## src/rtl/pipe_stage_reg_pkg.sv

```systemverilog
// Shared widths and control-bundle layout for the pipeline-stage registers.
// Stages pack I_ctrl/O_ctrl using the bit offsets below.
package pipe_stage_reg_pkg;
  localparam int DATA_WIDTH     = 32;
  localparam int PC_WIDTH       = 32;
  localparam int REG_ADDR_WIDTH = 5;

  localparam int STAGE_DATA_W    = 128;
  localparam int STAGE_CTRL_W    = 24;
  localparam int STALL_CNT_DEF_W = 16;

  localparam int IFID_CTRL_W  = 1;
  localparam int IDEX_CTRL_W  = 24;
  localparam int EXMEM_CTRL_W = 8;
  localparam int MEMWB_CTRL_W = 4;

  localparam int CTRL_BRANCH    = 0;
  localparam int CTRL_MEMREAD   = 1;
  localparam int CTRL_MEMWRITE  = 2;
  localparam int CTRL_REGWRITE  = 3;
  localparam int CTRL_MEMTOREG  = 4;
  localparam int CTRL_ALUSRC    = 5;
  localparam int CTRL_ALUOP_LSB = 6;
  localparam int CTRL_ALUOP_W   = 4;

  // True when a control bundle can change architectural state.
  function automatic logic ctrlHasSideEffect(input logic [STAGE_CTRL_W-1:0] c);
    return c[CTRL_MEMWRITE] | c[CTRL_REGWRITE];
  endfunction
endpackage

```

## src/rtl/pipe_stage_reg_slot.sv

```systemverilog
// pipe_slot: one valid+data+ctrl register. Clear drops valid and ctrl only;
// data is left alone so a bubble costs no data-path toggling.
module pipe_slot #(
  parameter int DATA_W = 128,
  parameter int CTRL_W = 24
) (
  input  logic              clk,
  input  logic              rst,
  input  logic              load,
  input  logic              clear,
  input  logic [DATA_W-1:0] inData,
  input  logic [CTRL_W-1:0] inCtrl,
  output logic              valid,
  output logic [DATA_W-1:0] data,
  output logic [CTRL_W-1:0] ctrl
);
  always_ff @(negedge clk or posedge rst) begin
    if (rst) begin
      valid <= 1'b0;
      data  <= '0;
      ctrl  <= '0;
    end else if (clear) begin
      valid <= 1'b0;
      ctrl  <= '0;
    end else if (load) begin
      valid <= 1'b1;
      data  <= inData;
      ctrl  <= inCtrl;
    end
  end
endmodule

```

## src/rtl/pipe_stage_reg.sv

```systemverilog
// Generic pipeline-stage register with valid/ready, flush and stall counter.
// Define SKID_BUF_EN for a two-entry skid variant with registered O_ready.
module pipe_stage_reg
  import pipe_stage_reg_pkg::*;
#(
  parameter int DATA_W      = STAGE_DATA_W,
  parameter int CTRL_W      = STAGE_CTRL_W,
  parameter int STALL_CNT_W = STALL_CNT_DEF_W
) (
  input  logic                   clk,
  input  logic                   rst,
  input  logic                   I_valid,
  output logic                   O_ready,
  input  logic [DATA_W-1:0]      I_data,
  input  logic [CTRL_W-1:0]      I_ctrl,
  input  logic                   I_flush,
  output logic                   O_valid,
  input  logic                   I_ready,
  output logic [DATA_W-1:0]      O_data,
  output logic [CTRL_W-1:0]      O_ctrl,
  output logic [STALL_CNT_W-1:0] O_stallCycles
);
  logic              accept, mainLoad, mainClear;
  logic [DATA_W-1:0] mainInData;
  logic [CTRL_W-1:0] mainInCtrl;

  assign accept = I_valid & O_ready;

`ifdef SKID_BUF_EN
  logic              skidValid, skidLoad, skidClear, mainFree;
  logic [DATA_W-1:0] skidData;
  logic [CTRL_W-1:0] skidCtrl;

  assign O_ready  = ~skidValid;
  assign mainFree = ~O_valid | I_ready;

  // Skid drains first to keep accept order.
  assign mainLoad   = ~I_flush & mainFree & (skidValid | accept);
  assign mainClear  = I_flush | (mainFree & ~skidValid & ~accept);
  assign mainInData = skidValid ? skidData : I_data;
  assign mainInCtrl = skidValid ? skidCtrl : I_ctrl;

  assign skidLoad  = ~I_flush & accept & (~mainFree | skidValid);
  assign skidClear = I_flush | (mainFree & skidValid & ~accept);

  pipe_slot #(.DATA_W(DATA_W), .CTRL_W(CTRL_W)) uSkid (
    .clk    (clk),
    .rst    (rst),
    .load   (skidLoad),
    .clear  (skidClear),
    .inData (I_data),
    .inCtrl (I_ctrl),
    .valid  (skidValid),
    .data   (skidData),
    .ctrl   (skidCtrl)
  );
`else
  assign O_ready    = ~O_valid | I_ready;
  assign mainLoad   = ~I_flush & accept;
  assign mainClear  = I_flush | (O_valid & I_ready & ~accept);
  assign mainInData = I_data;
  assign mainInCtrl = I_ctrl;
`endif

  pipe_slot #(.DATA_W(DATA_W), .CTRL_W(CTRL_W)) uMain (
    .clk    (clk),
    .rst    (rst),
    .load   (mainLoad),
    .clear  (mainClear),
    .inData (mainInData),
    .inCtrl (mainInCtrl),
    .valid  (O_valid),
    .data   (O_data),
    .ctrl   (O_ctrl)
  );

  // Saturating; flush does not reset it, only rst does.
  always_ff @(negedge clk or posedge rst) begin
    if (rst)
      O_stallCycles <= '0;
    else if (O_valid & ~I_ready & ~I_flush & ~(&O_stallCycles))
      O_stallCycles <= O_stallCycles + 1'b1;
  end
endmodule

```

## config.mk

```make
export PLATFORM = sky130hd
export DESIGN_NAME = pipe_stage_reg
export DESIGN_NICKNAME = d
export VERILOG_FILES = /design/src/rtl/pipe_stage_reg_pkg.sv /design/src/rtl/pipe_stage_reg_slot.sv /design/src/rtl/pipe_stage_reg.sv
export SDC_FILE = /design/constraint.sdc
export NUM_CORES = 1
export LEC_CHECK = 0
export ABC_AREA = 1
export CAP_MARGIN = 20
export CORE_MARGIN = 3
export CORE_UTILIZATION = 38
export DETAILED_ROUTE_END_ITERATION = 7
export GPL_ROUTABILITY_DRIVEN = 0
export PLACE_DENSITY_LB_ADDON = 0.05
export SYNTH_ARGS = -nofsm -noshare
export SYNTH_HDL_FRONTEND = slang
export SYNTH_HIERARCHICAL = 1
export SYNTH_SLANG_ARGS = --single-unit
```

## constraint.sdc

```tcl
create_clock -name clk -period 4.89 [get_ports clk]
set_clock_uncertainty 0.15 [all_clocks]
set_input_delay 0.7335 -clock clk [delete_from_list [all_inputs] [get_ports clk]]
set_output_delay 0.7335 -clock clk [all_outputs]
set_load 0.02 [all_outputs]
```

---- Word level (Yosys, flattened, before mapping) ----
Index checks and enable logic that the tools add are counted.
word-level totals
  register bits after elaboration ......... 169
  input port bits ......................... 157
  output and inout port bits .............. 170
  logic and storage cells ................. 27
operators by class
  add/sub/neg operators ................... 1
  muxes and demuxes ....................... 4
  bitwise logic cells ..................... 15
  reductions and logical operators ........ 3
operators with widths
  cell                                            number
  two-way mux 24 bit                              2
  adder 16 x 1 -> 16 bit (second input constant)  1
  AND reduction 16 bit                            1
  bitwise AND 1 bit                               7
  inverter 1 bit                                  6
  two-way mux 1 bit                               2
  OR 1 bit                                        2
  AND reduction 2 bit                             1
  nonzero test 2 bit                              1

---- Logic depth before layout (Yosys ltp) ----
  word-level depth ........................ 8
  gate-level depth with buffers ........... 10
  depth with buffers taken out ............ 8

---- Hierarchy ----
Netlist, hierarchy kept.
modules (own cells, without submodules)
  module          instances  cells an instance  area each (um^2)  seq. area each (um^2)
  pipe_slot       1          664                5,985.7           3,828.7
  pipe_stage_reg  1          154                1,117.3           400.4

==> results.md <==
* Max-slew headroom at 58.8%
* Clock slew at reported path FFs at 0.05 ns
* Root Driver: clkbuf_16
* IO Count at 327
* Area Growth Syn to Fin at 60.6%
* Share of the synthesized area in the top cell type at 59.5%
* Least-Margin Pin Slew at 0.618 ns
* Rows at 49
* Max incr delay on CP at approximately 0.65 ns
* Critical setup path kind: reg2out
* Antenna cells at 0
* Post-Syn Nets at 976
* Largest net degree at the start of global routing at 96
* Seq cells post-synth at around 170
* Startpoint Class: register
* Post-synth top cells: nand2_1, dfrtn_1, nand3_1
* Routed wire per std cell at around 16 µm
* Number of flops mapped to enable cells by yosys at 0
* Comb pwr share at around 28%
* Initial antenna violation count at 0
* Max VDD drop at 0.000243 V
* Gr ovfl total at 0
* GRT Resource Usage Total at 21.9%
* Synth Instances at a little over 800
* Vias at between 6,000 and 7,000
* Pre-Repair DR Iteration Count at 4
* CP Cell Sequence: clkdlybuf4s50_1
* Cell area after layout at 0.0114 mm²
* Skew-Pair Late Insertion Delay at ~0.4 ns
* Final WL at about 22 mm
* Final Non-Filler Cells at around 1,400
* DP HPWL at 15.7 mm
* Vias in the first global route at 6,434
* Power Dens Cells at 395 mW/mm²
* Most area-hungry cell type in the Yosys netlist: dfrtn_1
* Total chip power at roughly 4500 µW
* Placed insts at 1,346
* Crit-path slowest cell: clkdlybuf4s50_1
* Outcome: completed
* Mean post-synth cell area at 8.68 µm²
* Final hold vios at 0
* Maxcap violations at 0
* Syn. warnings at 6
* Slew Limit Fails at 0
* Antenna Violating Nets Remaining at 0
* Post-placement cell area at roughly 0.011 mm²
* Htree depth at 4
* Vias per Instance at 4.75
* Bufs and invs on worst path at 1
* Setup violators final at 0
* Initial DRC count at 244
* Nets at ~1,300
* Predominant post-synthesis flop cell: dfrtn_1
* Multi-input logic area at 0.00257 mm²
* CTS buffer count at 17
* Mapped Area at slightly above 0.007 mm²
* Core area at between 0.015 and 0.02 mm²
* Switching Power at 1370 µW
* Pleak at approximately 0.0057 µW
* Critical Path End Type: output port
* Data arrival, critical path at 3.94 ns
* Hold Path Class: reg2reg
* Delay-heaviest family, CP: buffers and inverters
* Register area at about 0.0042 mm²
* CTS tree: done
* Fillers at between 1,500 and 2,000
* Max clock buf depth at 2
* Drt drc at 0
* Die area at 0.0204 mm²
* Seq pwr share at 39.6%
* Sw frac at 30.4%
* Hold buffer count at CTS at 0
* Count leader, synth: nand2_1
* Largest cells by area after synthesis: dfrtn_1, nand2_1, nand3_1
* Starting Density at 39.1%
* Ys async rst share at 100%
* RSZ-0062 raised after global routing: no
* Netlist cell types at 23
* Clk pwr share at a little under a third
* Fraction of layout cells with a size suffix above 1 at 7.57%
* First-pass GRT wire length at 34.8 mm
* Cell internal pwr at ~3100 µW
* Seq/Total Area, Yosys at 59.5%
* IO Port Bufs at 326
* CP max FO at 4
* Die Ht at 143 µm
* Die width at 143 µm
* Required @ worst endpoint at 4.01 ns
* Clock net sink count at 169
==> area by class of cell <==
| cell class | count | share of cell area [%] |
|---|---|---|
| repair buffers | 350 | 31.8 |
| clock inverters | 9 | 1.18 |
| multi-input cells | 584 | 22.6 |
| well taps | 229 | 2.51 |
| flip-flops and latches | 169 | 37.1 |
| inverters | 14 | 0.515 |
| clock buffers | 23 | 4.36 |
==> cells in the final DEF, fill, tap and decap left out, types with 2 or more instances in the layout <==
master,netlist,layout
nand2_1,369,368
clkdlybuf4s50_1,0,310
dfrtn_1,169,169
nand3_1,160,160
clkbuf_16,0,17
nand2_2,15,15
nor2_1,15,13
buf_12,1,13
dlymetal6s2s_1,0,11
buf_4,3,11
inv_1,11,10
nor2_4,5,6
nand4_1,5,5
clkbuf_8,0,5
dlygate4sd2_1,0,5
xor2_1,4,4
xnor2_1,4,4
clkinvlp_4,0,4
nor2_2,2,3
bufinv_16,0,3
inv_2,3,2
==> power by group through the flow <==
stage | Sequential, µW | Clock (µW) | Combinational, µW
2_1_floorplan | 2080 | 0 | 285
3_3_place_gp | 1800 | 0 | 1290
3_5_place_dp | 1800 | 0 | 1300
4_1_cts | 1790 | 1470 | 1300
5_1_grt | 1820 | 1530 | 1380
6_report | 1790 | 1440 | 1280
==> state kept, by name, indices dropped and copies added (netlist names) <==
| signal | count |
|---|---|
| uMain/ctrl | 24 |
| uMain/data | 128 |
| O_stallCycles | 16 |
| uMain/valid | 1 |
==> through the flow <==
| step | hold WS, ns | util, % | TNS [ns] | setup slack [ns] |
|---|---|---|---|---|
| 6_report | 0.265 | 62.9 | 0 | 0.0672 |
| 5_1_grt | 0.281 | 62.9 | 0 | 0.00560 |
| 4_1_cts | 0.269 | 62.7 | 0 | 0.00615 |
| 3_5_place_dp | 0.268 | 59.3 | -4.85 | -0.0703 |
| 3_3_place_gp | 0.263 | 59.3 | -1.39 | -0.0205 |
| 2_1_floorplan | 0.389 | - | -38.87 | -0.254 |
==> tightest hold or removal path, delay by kind of cell (launching register included) <==
kind             cells  cell delay [ns]
DFF                  1             0.40
and+or+nand+nor      2             0.10
==> what timing repair did <==
item                                    in CTS  in global routing
gates cloned                                 0                  0
buffers inserted                             0                  0
resized for setup                            5                 11
endpoints found under the setup margin       5                 11
==> logic make-up (layout without fill, tap and decap cells) <==
logic type / count (synthesis) / after routing / share of synthesized area, %
simple gates: 574 / 574 / 34.7
flops: 169 / 169 / 59.5
buf+inv: 65 / 396 / 4.46
xor+xnor: 8 / 8 / 0.986
fa+ha+maj: 1 / 1 / 0.176
compound gates: 1 / 1 / 0.123
==> path summary, 6_finish.rpt <==
| kind | slack, ns | to | depth (start not counted) | from |
|---|---|---|---|---|
| setup / recovery | 0.07 | O_stallCycles[15] | 1 | O_stallCycles[15] |
| hold / removal | 0.26 | uMain/data[86] | 2 | uMain/data[86] |
| setup reg to reg | 2.95 | O_stallCycles[11] | 9 | O_stallCycles[0] |
| hold reg to reg | 0.26 | uMain/data[86] | 2 | uMain/data[86] |
| max in group asynchronous | 1.06 | uMain/data[95] | 3 | rst |
| min in group asynchronous | 2.98 | O_stallCycles[10] | 2 | rst |
==> layer usage <==
layer | wire length, µm | global-route usage [%] | vias to the layer above | part of all wire [%]
li1 | - | - | 3234 | -
met3 | 1810 | 7.77 | 38 | 8.1
met2 | 10600 | 34.6 | 232 | 47
met1 | 9380 | 27.4 | 3045 | 42
met4 | 687 | 8.90 | 0 | 3.1
met5 | 0 | 0 | - | 0
No activity file was read; power rests on OpenSTA's default activity.
